[config.mk]
export PLATFORM = sky130hd
export DESIGN_NAME = pic_priority_scheduler
export DESIGN_NICKNAME = d
export VERILOG_FILES = /design/src/rtl/pic_priority_scheduler.sv
export SDC_FILE = /design/constraint.sdc
export NUM_CORES = 1
export LEC_CHECK = 0
export ABC_AREA = 1
export CORE_MARGIN = 8
export CORE_UTILIZATION = 45
export CTS_CLUSTER_DIAMETER = 30
export DETAILED_ROUTE_END_ITERATION = 16
export MAX_ROUTING_LAYER = met4
export PLACE_DENSITY_LB_ADDON = 0.3
export SYNTH_ARGS = -nofsm -noshare
export SYNTH_HDL_FRONTEND = slang
export SYNTH_SLANG_ARGS = --single-unit
[constraint.sdc]
create_clock -name clk -period 12.4 [get_ports clk]
set_clock_uncertainty 0.05 [all_clocks]
set_input_delay 2.48 -clock clk [delete_from_list [all_inputs] [get_ports clk]]
set_output_delay 2.48 -clock clk [all_outputs]
set_load 0.005 [all_outputs]
[src/rtl/pic_priority_scheduler.sv]
// 8259A interrupt scheduler: IRR/ISR bookkeeping, rotating priority, INT decision and INTA sequencing.
// Optional special mask mode (OCW3 ESMM/SMM) is compiled in with `define PIC_SPECIAL_MASK_EN.
module pic_priority_scheduler #(
    parameter int         NUM_IR   = 8,
    parameter logic [2:0] RST_LOWP = 3'd7
) (
    input  logic              clk,
    input  logic              reset,
    input  logic [NUM_IR-1:0] IR,
    input  logic [NUM_IR-1:0] IMR,
    input  logic              LTIM,
    input  logic              AEOI,
    input  logic              SFNM,
    input  logic              ocw2_wr,
    input  logic [7:0]        ocw2,
    input  logic              ack1,
    input  logic              ack2,
`ifdef PIC_SPECIAL_MASK_EN
    input  logic              smm_wr,
    input  logic [1:0]        smm,
`endif
    output logic              INT,
    output logic [2:0]        INT_VEC,
    output logic              vec_valid,
    output logic [NUM_IR-1:0] IRR_o,
    output logic [NUM_IR-1:0] ISR_o
);

    localparam logic [0:0] IDLE   = 1'b0;
    localparam logic [0:0] ACK1_W = 1'b1;

    logic [NUM_IR-1:0] irr, isr, prev_ir;
    logic [2:0]        lowp, int_vec;
    logic              rot_aeoi, int_r, vec_valid_r, smm_mode;
    logic [0:0]        state;

    logic [NUM_IR-1:0] irr_n, isr_n, isr_eoi, win_mask, pend_ack, pend_int;
    logic [2:0]        lowp_n, vec_n, isr_top, ack_lvl, pend_lvl;
    logic              rot_n, int_n, vv_n, isr_found, ack_found, pend_found, ocw2_hit;
    logic [0:0]        state_n;

    // Returns {found, level} of the highest-priority set bit; level lp+1 ranks first.
    function automatic logic [3:0] find_highest(input logic [NUM_IR-1:0] m, input logic [2:0] lp);
        logic [3:0] res;
        logic [2:0] lvl;
        res = 4'b0;
        for (int i = NUM_IR; i >= 1; i--) begin
            lvl = lp + 3'(i);
            if (m[lvl]) res = {1'b1, lvl};
        end
        return res;
    endfunction

    function automatic logic [2:0] rank_of(input logic [2:0] lvl, input logic [2:0] lp);
        return lvl - lp - 3'd1;
    endfunction

`ifdef PIC_SPECIAL_MASK_EN
    always_ff @(posedge clk) begin
        if (reset)
            smm_mode <= 1'b0;
        else if (smm_wr && smm[1])
            smm_mode <= smm[0];
    end
`else
    assign smm_mode = 1'b0;
`endif

    always_comb begin
        isr_eoi  = isr;
        lowp_n   = lowp;
        rot_n    = rot_aeoi;
        {isr_found, isr_top} = find_highest(isr, lowp);

        // Bits 4:3 distinguish OCW2 from OCW3/ICW1 writes sharing the same address.
        ocw2_hit = ocw2_wr && (ocw2[4:3] == 2'b00);
        if (ocw2_hit) begin
            case (ocw2[7:5])
                3'b001: if (isr_found) isr_eoi[isr_top] = 1'b0;
                3'b011: isr_eoi[ocw2[2:0]] = 1'b0;
                3'b101: if (isr_found) begin
                            isr_eoi[isr_top] = 1'b0;
                            lowp_n = isr_top;
                        end
                3'b111: begin
                            isr_eoi[ocw2[2:0]] = 1'b0;
                            lowp_n = ocw2[2:0];
                        end
                3'b110: lowp_n = ocw2[2:0];
                3'b100: rot_n = 1'b1;
                3'b000: rot_n = 1'b0;
                default: ;
            endcase
        end

        // ack1 arbitrates after any same-cycle EOI/rotation has been applied.
        pend_ack = irr & ~IMR & (smm_mode ? ~isr_eoi : {NUM_IR{1'b1}});
        {ack_found, ack_lvl} = find_highest(pend_ack, lowp_n);

        isr_n    = isr_eoi;
        win_mask = '0;
        vec_n    = int_vec;
        state_n  = state;
        vv_n     = 1'b0;
        if (ack1) begin
            state_n = ACK1_W;
            if (ack_found) begin
                isr_n[ack_lvl]    = 1'b1;
                win_mask[ack_lvl] = 1'b1;
                vec_n             = ack_lvl;
            end else begin
                vec_n = 3'd7;
            end
        end else if (ack2 && state == ACK1_W) begin
            state_n = IDLE;
            vv_n    = 1'b1;
            if (AEOI) begin
                isr_n[int_vec] = 1'b0;
                if (rot_aeoi) lowp_n = int_vec;
            end
        end

        if (LTIM)
            irr_n = IR & ~win_mask;
        else
            irr_n = (irr | (IR & ~prev_ir)) & IR & ~win_mask;

        pend_int = irr & ~IMR & (smm_mode ? ~isr : {NUM_IR{1'b1}});
        {pend_found, pend_lvl} = find_highest(pend_int, lowp);
        int_n = pend_found &&
                (smm_mode || !isr_found ||
                 (rank_of(pend_lvl, lowp) < rank_of(isr_top, lowp)) ||
                 (SFNM && pend_lvl == isr_top));
        if (ack1) int_n = 1'b0;
    end

    always_ff @(posedge clk) begin
        if (reset) begin
            irr         <= '0;
            isr         <= '0;
            prev_ir     <= '0;
            lowp        <= RST_LOWP;
            rot_aeoi    <= 1'b0;
            state       <= IDLE;
            int_r       <= 1'b0;
            int_vec     <= 3'd0;
            vec_valid_r <= 1'b0;
        end else begin
            irr         <= irr_n;
            isr         <= isr_n;
            prev_ir     <= IR;
            lowp        <= lowp_n;
            rot_aeoi    <= rot_n;
            state       <= state_n;
            int_r       <= int_n;
            int_vec     <= vec_n;
            vec_valid_r <= vv_n;
        end
    end

    assign INT       = int_r;
    assign INT_VEC   = int_vec;
    assign vec_valid = vec_valid_r;
    assign IRR_o     = irr;
    assign ISR_o     = isr;

endmodule

# Yosys cells after proc, flatten, opt, wreduce, memory -nomap -nowiden
# Index checks and enable logic that the tools add are counted.
[totals] wordCells=197 reg_bits=34 out_inout_bits=21 in_bits=32
[classes] n_mux=102 n_bitwise=16 order_cmp=25 eq_ne=7 n_addsub=18 reduce_logical=20
[op_table] operator="$mux 4" count=24
[op_table] operator="$lt 3x4->1 const B" count=20
[op_table] operator="$bmux 1 s3" count=24
[op_table] operator="$mux 8" count=9
[op_table] operator="$and 8x8->8" count=8
[op_table] operator="$not 8->8" count=6
[op_table] operator="$mux 1" count=31
[op_table] operator="$add 3x3->3 const B" count=8
[op_table] operator="$mux 3" count=7
[op_table] operator="$or 8x8->8" count=2
[op_table] operator="$pmux 8 s2" count=1
[op_table] operator="$add 3x2->3 const B" count=4
[op_table] operator="$demux 1 s3" count=4
[op_table] operator="$eq 3x3->1 const B" count=4
[op_table] operator="$ge 3x1->1 const B" count=4
[op_table] operator="$logic_and 1x1->1" count=8
[op_table] operator="$reduce_or 2->1" count=4
[op_table] operator="$add 3x1->3 const B" count=2
[op_table] operator="$pmux 3 s2" count=1
[op_table] operator="$sub 3x1->3 const B" count=2
[op_table] operator="$sub 3x3->3" count=2
[op_table] operator="$reduce_bool 2->1" count=2
[op_table] operator="$eq 3x1->1 const B" count=1
[op_table] operator="$eq 3x2->1 const B" count=1
[op_table] operator="other kinds (8)" count=9

# Logic depth before layout (Yosys ltp)
[logic_depth] ltp_word=32 depth_mapped=42 mapped_depth_nobuf=39

# Worst setup path after synthesis
# OpenSTA, ideal clock, no wires.
[synth_path] path_type="input to register" from="input IMR[1]" to="register int_r (netlist: INT)" setup_slack_ns=6.724 setup_ns=0.124 required_ns=12.226 n_path_buf=0 path_stages=22 arrival_ns=5.501 path_cell_list="or2_2 o21ai_0 nand2_1 o21ai_0 nand2_1 o21ai_0 inv_1 nand3_1 o2111ai_1 o21ai_0 a21oi_1 o21ai_0 nand2_1 o21ai_0 inv_1 fa_1 xnor2_1 xor2_1 ha_1 o211ai_1 a221oi_1 nor3_1"
[synth_between] elab_chain_cells=18 elab_cells_between_ends=34 cone_classes="add/sub: 2; order compare: 1; eq/ne: 1; mux: 24; bitwise: 2; reduce/logical: 4"
[synth_rtl] element="start: declaration" line="10" source="input logic [NUM_IR-1:0] IMR,"
[synth_rtl] element="$not 8->8 (*)" line="128" source="pend_int = irr & ~IMR & (smm_mode ? ~isr : {NUM_IR{1'b1}});"
[synth_rtl] element="$and 8x8->8 (*)" line="128"
[synth_rtl] element="$bmux 1 s3" line="49" source="if (m[lvl]) res = {1'b1, lvl};"
[synth_rtl] element="$mux 1 (not written as such)" line="49"
[synth_rtl] element="$mux 4 (7 in series)" line="49"
[synth_rtl] element="$mux 4 (*)" line="49"
[synth_rtl] element="$sub 3x3->3" line="55" source="return lvl - lp - 3'd1;"
[synth_rtl] element="$sub 3x1->3" line="55"
[synth_rtl] element="$lt 3x3->1" line="132" source="(rank_of(pend_lvl, lowp) < rank_of(isr_top, lowp)) ||"
[synth_rtl] element="$logic_or 1x1->1" line="131" source="(smm_mode || !isr_found ||"
[synth_rtl] element="$logic_or 1x1->1" line="132"
[synth_rtl] element="$logic_and 1x1->1 (*)" line="130" source="int_n = pend_found &&"
[synth_rtl] element="end signal: assignment" line="155" source="int_r <= int_n;"
[synth_rtl] element="end: declaration" line="34" source="logic rot_aeoi, int_r, vec_valid_r, smm_mode;"
# Every way passes the cells marked *; elsewhere a longest branch is shown, timed or not. The select of a mux whose other input is x is not followed.
# A chain may end at the register's enable or synchronous reset.

# Worst setup path in the final report
[layout_path] from="input IMR[2]" to="register int_r (netlist: INT)"
# The elaborated chain is that of the path after synthesis.

==> results_dict.tcl <==
set metrics [dict create \
    status "finished, final reports clean" \
    p_clk_share_pct 15.1 \
    worstSetupEndpointType "flop" \
    dpl.cell_count 805 \
    p_int_uw 269.7 \
    relSlewSlack_pct 36.67 \
    clock_latency_ns 0.29 \
    grt_pass1_wl_mm 20.21 \
    area_delta_synth_final_pct 16.87 \
    holdBufCountCts 0 \
    cellPowerDensity_nw_per_um2 116.4 \
    drt-initial-drc-count 366 \
    swShare_pct 48.06 \
    routabilityCongestion 0.9665 \
    port_buffers 52 \
    crit_required_ns 12.50 \
    grt_usage_pct 21.84 \
    wl_mm 12.58 \
    combPwrFrac_pct 58.6 \
    slowest_delay_ns 0.43 \
    grt_overflow_total 0 \
    synthCells 661 \
    crit_fanout 4 \
    viasPerCell 5.486 \
    worst_slew_pin_slew_ns 0.9413 \
    n_fill_cell 822 \
    die_x_um 108.1 \
    critPathSlowestCell "fa_1" \
    synth.net_count 703 \
    finalSetupViolations 0 \
    layout_common_cells "nand2_1, nand3_1, inv_1" \
    clk_pin_slew_ns 0.07 \
    cts_resized 0 \
    cp_top_family "compound AO/OA/AOI/OAI gates" \
    row_count 33 \
    maxClockFrequency_mhz 147.7 \
    wl_per_cell_um 15.49 \
    hpwl_mm 10.27 \
    cts_made_buffers 5 \
    cts_root_buffer "clkbuf_8" \
    cts_tree "built" \
    slew_violations 0 \
    cts_buffer_depth 2 \
    vdd_ir_drop_max_uv 85.56 \
    seq_area_frac_synth_pct 17.82 \
    cp-start-kind "primary input" \
    grt_pass1_vias 4190 \
    multi_input_area_um2 2673 \
    ys_types 47 \
    synthFlopType "dfxtp_1" \
    layout_min_cycle_time_ns 6.771 \
    async_flop_share_pct 0 \
    arrival_ns 6.87 \
    synth-edff-count 0 \
    start_util_pct 46.47 \
    regArea_um2 680.7 \
    drt_pass1_iterations 5 \
    cts_setup_buffers 0 \
    die_area_um2 11690 \
    switching_power_uw 249.6 \
    syn_area_um2 3819 \
    antenna_found_initial 0 \
    path_cells "clkdlybuf4s50_1, nor2_1, o21ai_0, o21ai_0, nand2_1, o21ai_0, inv_1, nand3_1, o2111ai_1, o21ai_0, a21oi_1, o21ai_0, nand2_1, o21ai_0, inv_1, fa_1, xnor2_1, xor2_1, ha_1, o211ai_1, a221oi_1, nor3_1" \
    yosys_warnings 0 \
    htree_num_levels 2 \
    final_nets 749 \
    diodes 0 \
    ioPinCount 53 \
    p_leak_nw 2.164 \
    cts_num_sinks 34 \
    design.core.area_um2 8217 \
    seqPwrFrac_pct 26.3 \
    hold_path.class "reg -> reg" \
    dpl_worst_slack_ns 5.498 \
    cp_common_cell "o21ai_0" \
    final_common_cell "nand2_1" \
    syn_area_per_cell_um2 5.777 \
    fin_cells 812 \
    tns_ns 0 \
    timing.final.ws_setup_ns 5.629 \
    vias 4455 \
    die_h_um 108.1 \
    grt_max_degree 25 \
    cp_num_buf_inv 3 \
    fin_util_pct 54.32 \
    maxCapViolations 0 \
    path_class "in -> reg" \
    ant_nets 0 \
    ys_seq_elements 34 \
    rsz0062_at_grt "no" \
    hold_viol_final 0 \
    drive_gt1_share_pct 10.04 \
    drc 0 \
    min_period_over_period_pct 54.60 \
]
layer usage:
metal | vias to the layer above | part of all wire (%) | GRT usage, %
met1 | 1980 | 44 | 26.19
li1 | 2261 | - | -
met5 | - | 0 | -
met3 | 31 | 5.8 | 2.380
met2 | 183 | 48 | 37.18
met4 | 0 | 2.1 | 7.037
worst paths after layout:
check                from       end  slack [ns]  depth (start not counted)
hold / removal      state     state        0.41                          2
setup / recovery   IMR[2]       INT        5.63                         22
setup reg to reg  lowp[0]  ISR_o[7]        6.57                         33
hold reg to reg     state     state        0.41                          2
sequential cells by signal, summed over array words and instances, names as in the netlist:
signal / count
rot_aeoi: 1
state: 1
INT_VEC: 3
lowp: 3
prev_ir: 8
INT: 1
ISR_o: 8
vec_valid: 1
IRR_o: 8
final cells by class:
cell class,instances,area share (%)
clock buffers,7,1.710
inverters,101,8.551
multi-input cells,513,59.88
flip-flops and latches,34,15.25
well taps,105,2.944
repair buffers,52,11.66
through the flow:
step	instance area (um2)	power, mW	hold slack [ns]
floorplan	3819	0.3451	0.3891
global placement	4387	0.4324	0.4022
detailed placement	4387	0.4389	0.4059
CTS	4463	0.5171	0.4196
global route	4463	0.5606	0.4329
finish	4463	0.5194	0.4139
cell families after synthesis:
kind of cell | after synthesis | synth area share (%)
AO/OA/AOI/OAI | 105 | 16.45
XOR/XNOR | 13 | 3.178
AND/OR/NAND/NOR | 385 | 46.69
flip-flops | 34 | 17.82
adder cells (fa/ha/maj) | 10 | 3.670
buffers and inverters | 114 | 12.19
cells in the mapped netlist, types with 3 or more instances:
library cell	n	area, um2
nand2_1	180	675.7
nand3_1	103	515.5
inv_1	87	326.6
nor2_1	47	176.4
a21oi_1	38	190.2
dfxtp_1	34	680.7
o21ai_0	28	140.1
nand2_2	25	156.4
inv_2	13	48.80
ha_1	8	100.1
xor2_1	8	70.07
a31oi_1	7	43.79
nand3_2	7	70.07
a32oi_1	5	43.79
clkbuf_1	5	18.77
o211ai_1	5	37.54
o22ai_1	5	31.28
or2_2	5	31.28
xnor2_1	4	35.03
a21oi_2	3	26.28
buf_4	3	22.52
buf_6	3	33.78
nand2_4	3	33.78
nand4_1	3	18.77
nor3_1	3	15.01
o31ai_1	3	22.52
power by group through the flow:
stage,clock network [mW],registers [mW],logic [mW]
6_report,0.0783,0.137,0.304
3_5_place_dp,0,0.139,0.300
5_1_grt,0.0833,0.138,0.340
4_1_cts,0.0793,0.137,0.301
3_3_place_gp,0,0.140,0.293
2_1_floorplan,0,0.132,0.213
tightest hold or removal path, cell delays in order, from the launching register on:
cell	delay, ns
dfxtp_1	0.31
nand2_1	0.06
a21oi_1	0.05
Power figures use the tool's default switching activity.
==> variant: new RTL, config.mk and constraints unchanged <==
Change the parameter `NUM_IR` from 8 to 12.
--- a/src/rtl/pic_priority_scheduler.sv
+++ b/src/rtl/pic_priority_scheduler.sv
@@ -1,7 +1,7 @@
 // 8259A interrupt scheduler: IRR/ISR bookkeeping, rotating priority, INT decision and INTA sequencing.
 // Optional special mask mode (OCW3 ESMM/SMM) is compiled in with `define PIC_SPECIAL_MASK_EN.
 module pic_priority_scheduler #(
-    parameter int         NUM_IR   = 8,
+    parameter int         NUM_IR   = 12,
     parameter logic [2:0] RST_LOWP = 3'd7
 ) (
     input  logic              clk,
Ports: changed (resized IMR, IR, IRR_o and ISR_o); port bits go from 53 to 69. The function was not compared with the original's and may differ.
==> variant against the original RTL <==
- wire length shrank 0.17%
- sequential cell count grew 8
- die area grew 7.2%
- worst setup slack gained 210 ps
- cell area grew 8.3%
- synthesized area grew 8.5%
- register-to-register slack lost 230 ps
- final cell count grew 4.6%
- non-clock buffer count grew 8
- total power grew 14%
- largest cell class unchanged
- highest routed layer unchanged
==> variant: results (changes against the original RTL) <==
Outcome
  – Run status: finished clean (unchanged)

Route
  – Routed met3 length: 674 um (was 729 um)
  – DR vias: 4482 (was 4455)
  – Total Wirelength: 12550 um (was 12580 um)
  – Met1 wire length: 5679 um (was 5521 um)
  – Met2 routed WL: 5865 um (was 6064 um)
  – Initial drt markers: 284 (was 366)

Critical path
  – R2R Setup Slk: 6340 ps (was 6570 ps)
  – Critical register-to-register path endpoint: IRR_o[6] (was ISR_o[7])
  – Critical path peak fanout: 12 (was 4)
  – Peak per-stage delay on the critical path: 490 ps (was 430 ps)
  – Critical Path Slowest Stage Cell: clkdlybuf4s50_1 (was fa_1)

Clock network
  – Clock slew at the register clock pins of the worst setup and hold paths: 100 ps (was 70 ps)

Synth
  – Post-synthesis compound-gate area fraction: 0.1622 (was 0.1645)
  – Mean area per synthesized cell: 6.055 um2 (was 5.777 um2)
  – Commonest cells post-synth: nand2_1 (184), inv_1 (91), nand3_1 (81), nor2_1 (54), dfxtp_1 (42) (was nand2_1 (180), nand3_1 (103), inv_1 (87), nor2_1 (47), a21oi_1 (38))
  – Largest cells by area after synthesis: dfxtp_1 (20%), nand2_1 (17%), nand3_1 (9.8%) (was dfxtp_1 (18%), nand2_1 (18%), nand3_1 (13%))
  – Unique cell type count in the Yosys netlist: 48 (was 47)
  – Post-synthesis share of cell area spent on full adders, half adders and majority gates: 0.03384 (was 0.03670)

Placed design
  – Number of port buffers: 60 (was 52)
  – Cell count after placement: 841 (was 805)
  – Routability Congestion: 0.9154 (was 0.9665)
  – Placement-stage cell area: 4736 um2 (was 4387 um2)

Timing
  – WHS: 418.3 ps (was 413.9 ps)

Cells and area
  – Fraction of layout instances using a drive strength above 1: 0.1098 (was 0.1004)
  – Nets@finish: 787 (was 749)

Die
  – Site row count: 35 (was 33)

Pwr
  – Peak supply drop: 0.1057 mV (was 0.08556 mV)

GRT
  – First-pass GRT wire length: 21150 um (was 20210 um)
## variant: cell type report
type                            count  share of cell area
Sequential cell                    42              0.1740
Multi-Input combinational cell    524              0.5722
Clock buffer                        5             0.01424
Inverter                          104             0.08079
Tap cell                          111             0.02874
Timing Repair Buffer               60              0.1243
Clock inverter                      3            0.005697
## variant: worst max path at each step
stage | start | slack [ps] | to | cells after the start
3_5_place_dp | ocw2[5] | 5540 | IRR_o[6] | 25
6_report | ocw2[5] | 5840 | IRR_o[6] | 25
2_1_floorplan | IMR[1] | 6820 | INT | 19
3_3_place_gp | ocw2[5] | 5640 | IRR_o[6] | 25
4_1_cts | ocw2[5] | 5860 | IRR_o[6] | 25
5_1_grt | ocw2[5] | 5390 | IRR_o[7] | 27
## variant: routing by layer
metal	vias up	GRT usage
met3	26	0.03301
met1	2004	0.2459
li1	2316	-
met4	0	0.07014
met5	-	-
met2	136	0.3502
## variant: report_power, final
| part | internal, mW | total (mW) | switching [mW] | leakage, nW |
|---|---|---|---|---|
| sequential | 0.148 | 0.165 | 0.0170 | 0.347 |
| combinational | 0.124 | 0.330 | 0.206 | 1.94 |
| clock | 0.0418 | 0.0958 | 0.0541 | 0.0467 |
| total | 0.314 | 0.591 | 0.277 | 2.33 |
## variant: kinds of logic (layout without fill, tap and decap cells)
| family | Yosys count | in the layout |
|---|---|---|
| and+or+nand+nor | 385 | 385 |
| buffers and inverters | 121 | 172 |
| AOI/OAI and AO/OA | 112 | 112 |
| DFF | 42 | 42 |
| xor gates and xnor gates | 13 | 13 |
| adders and majority gates | 10 | 10 |
| other | 1 | 4 |
## variant: worst register-to-register path: cells and delay by family (launching register included)
kind | cells | cell delay (ps)
simple gates | 26 | 2490
fa+ha+maj | 2 | 1050
flops | 1 | 850
buf+inv | 6 | 1250
compound gates | 1 | 260
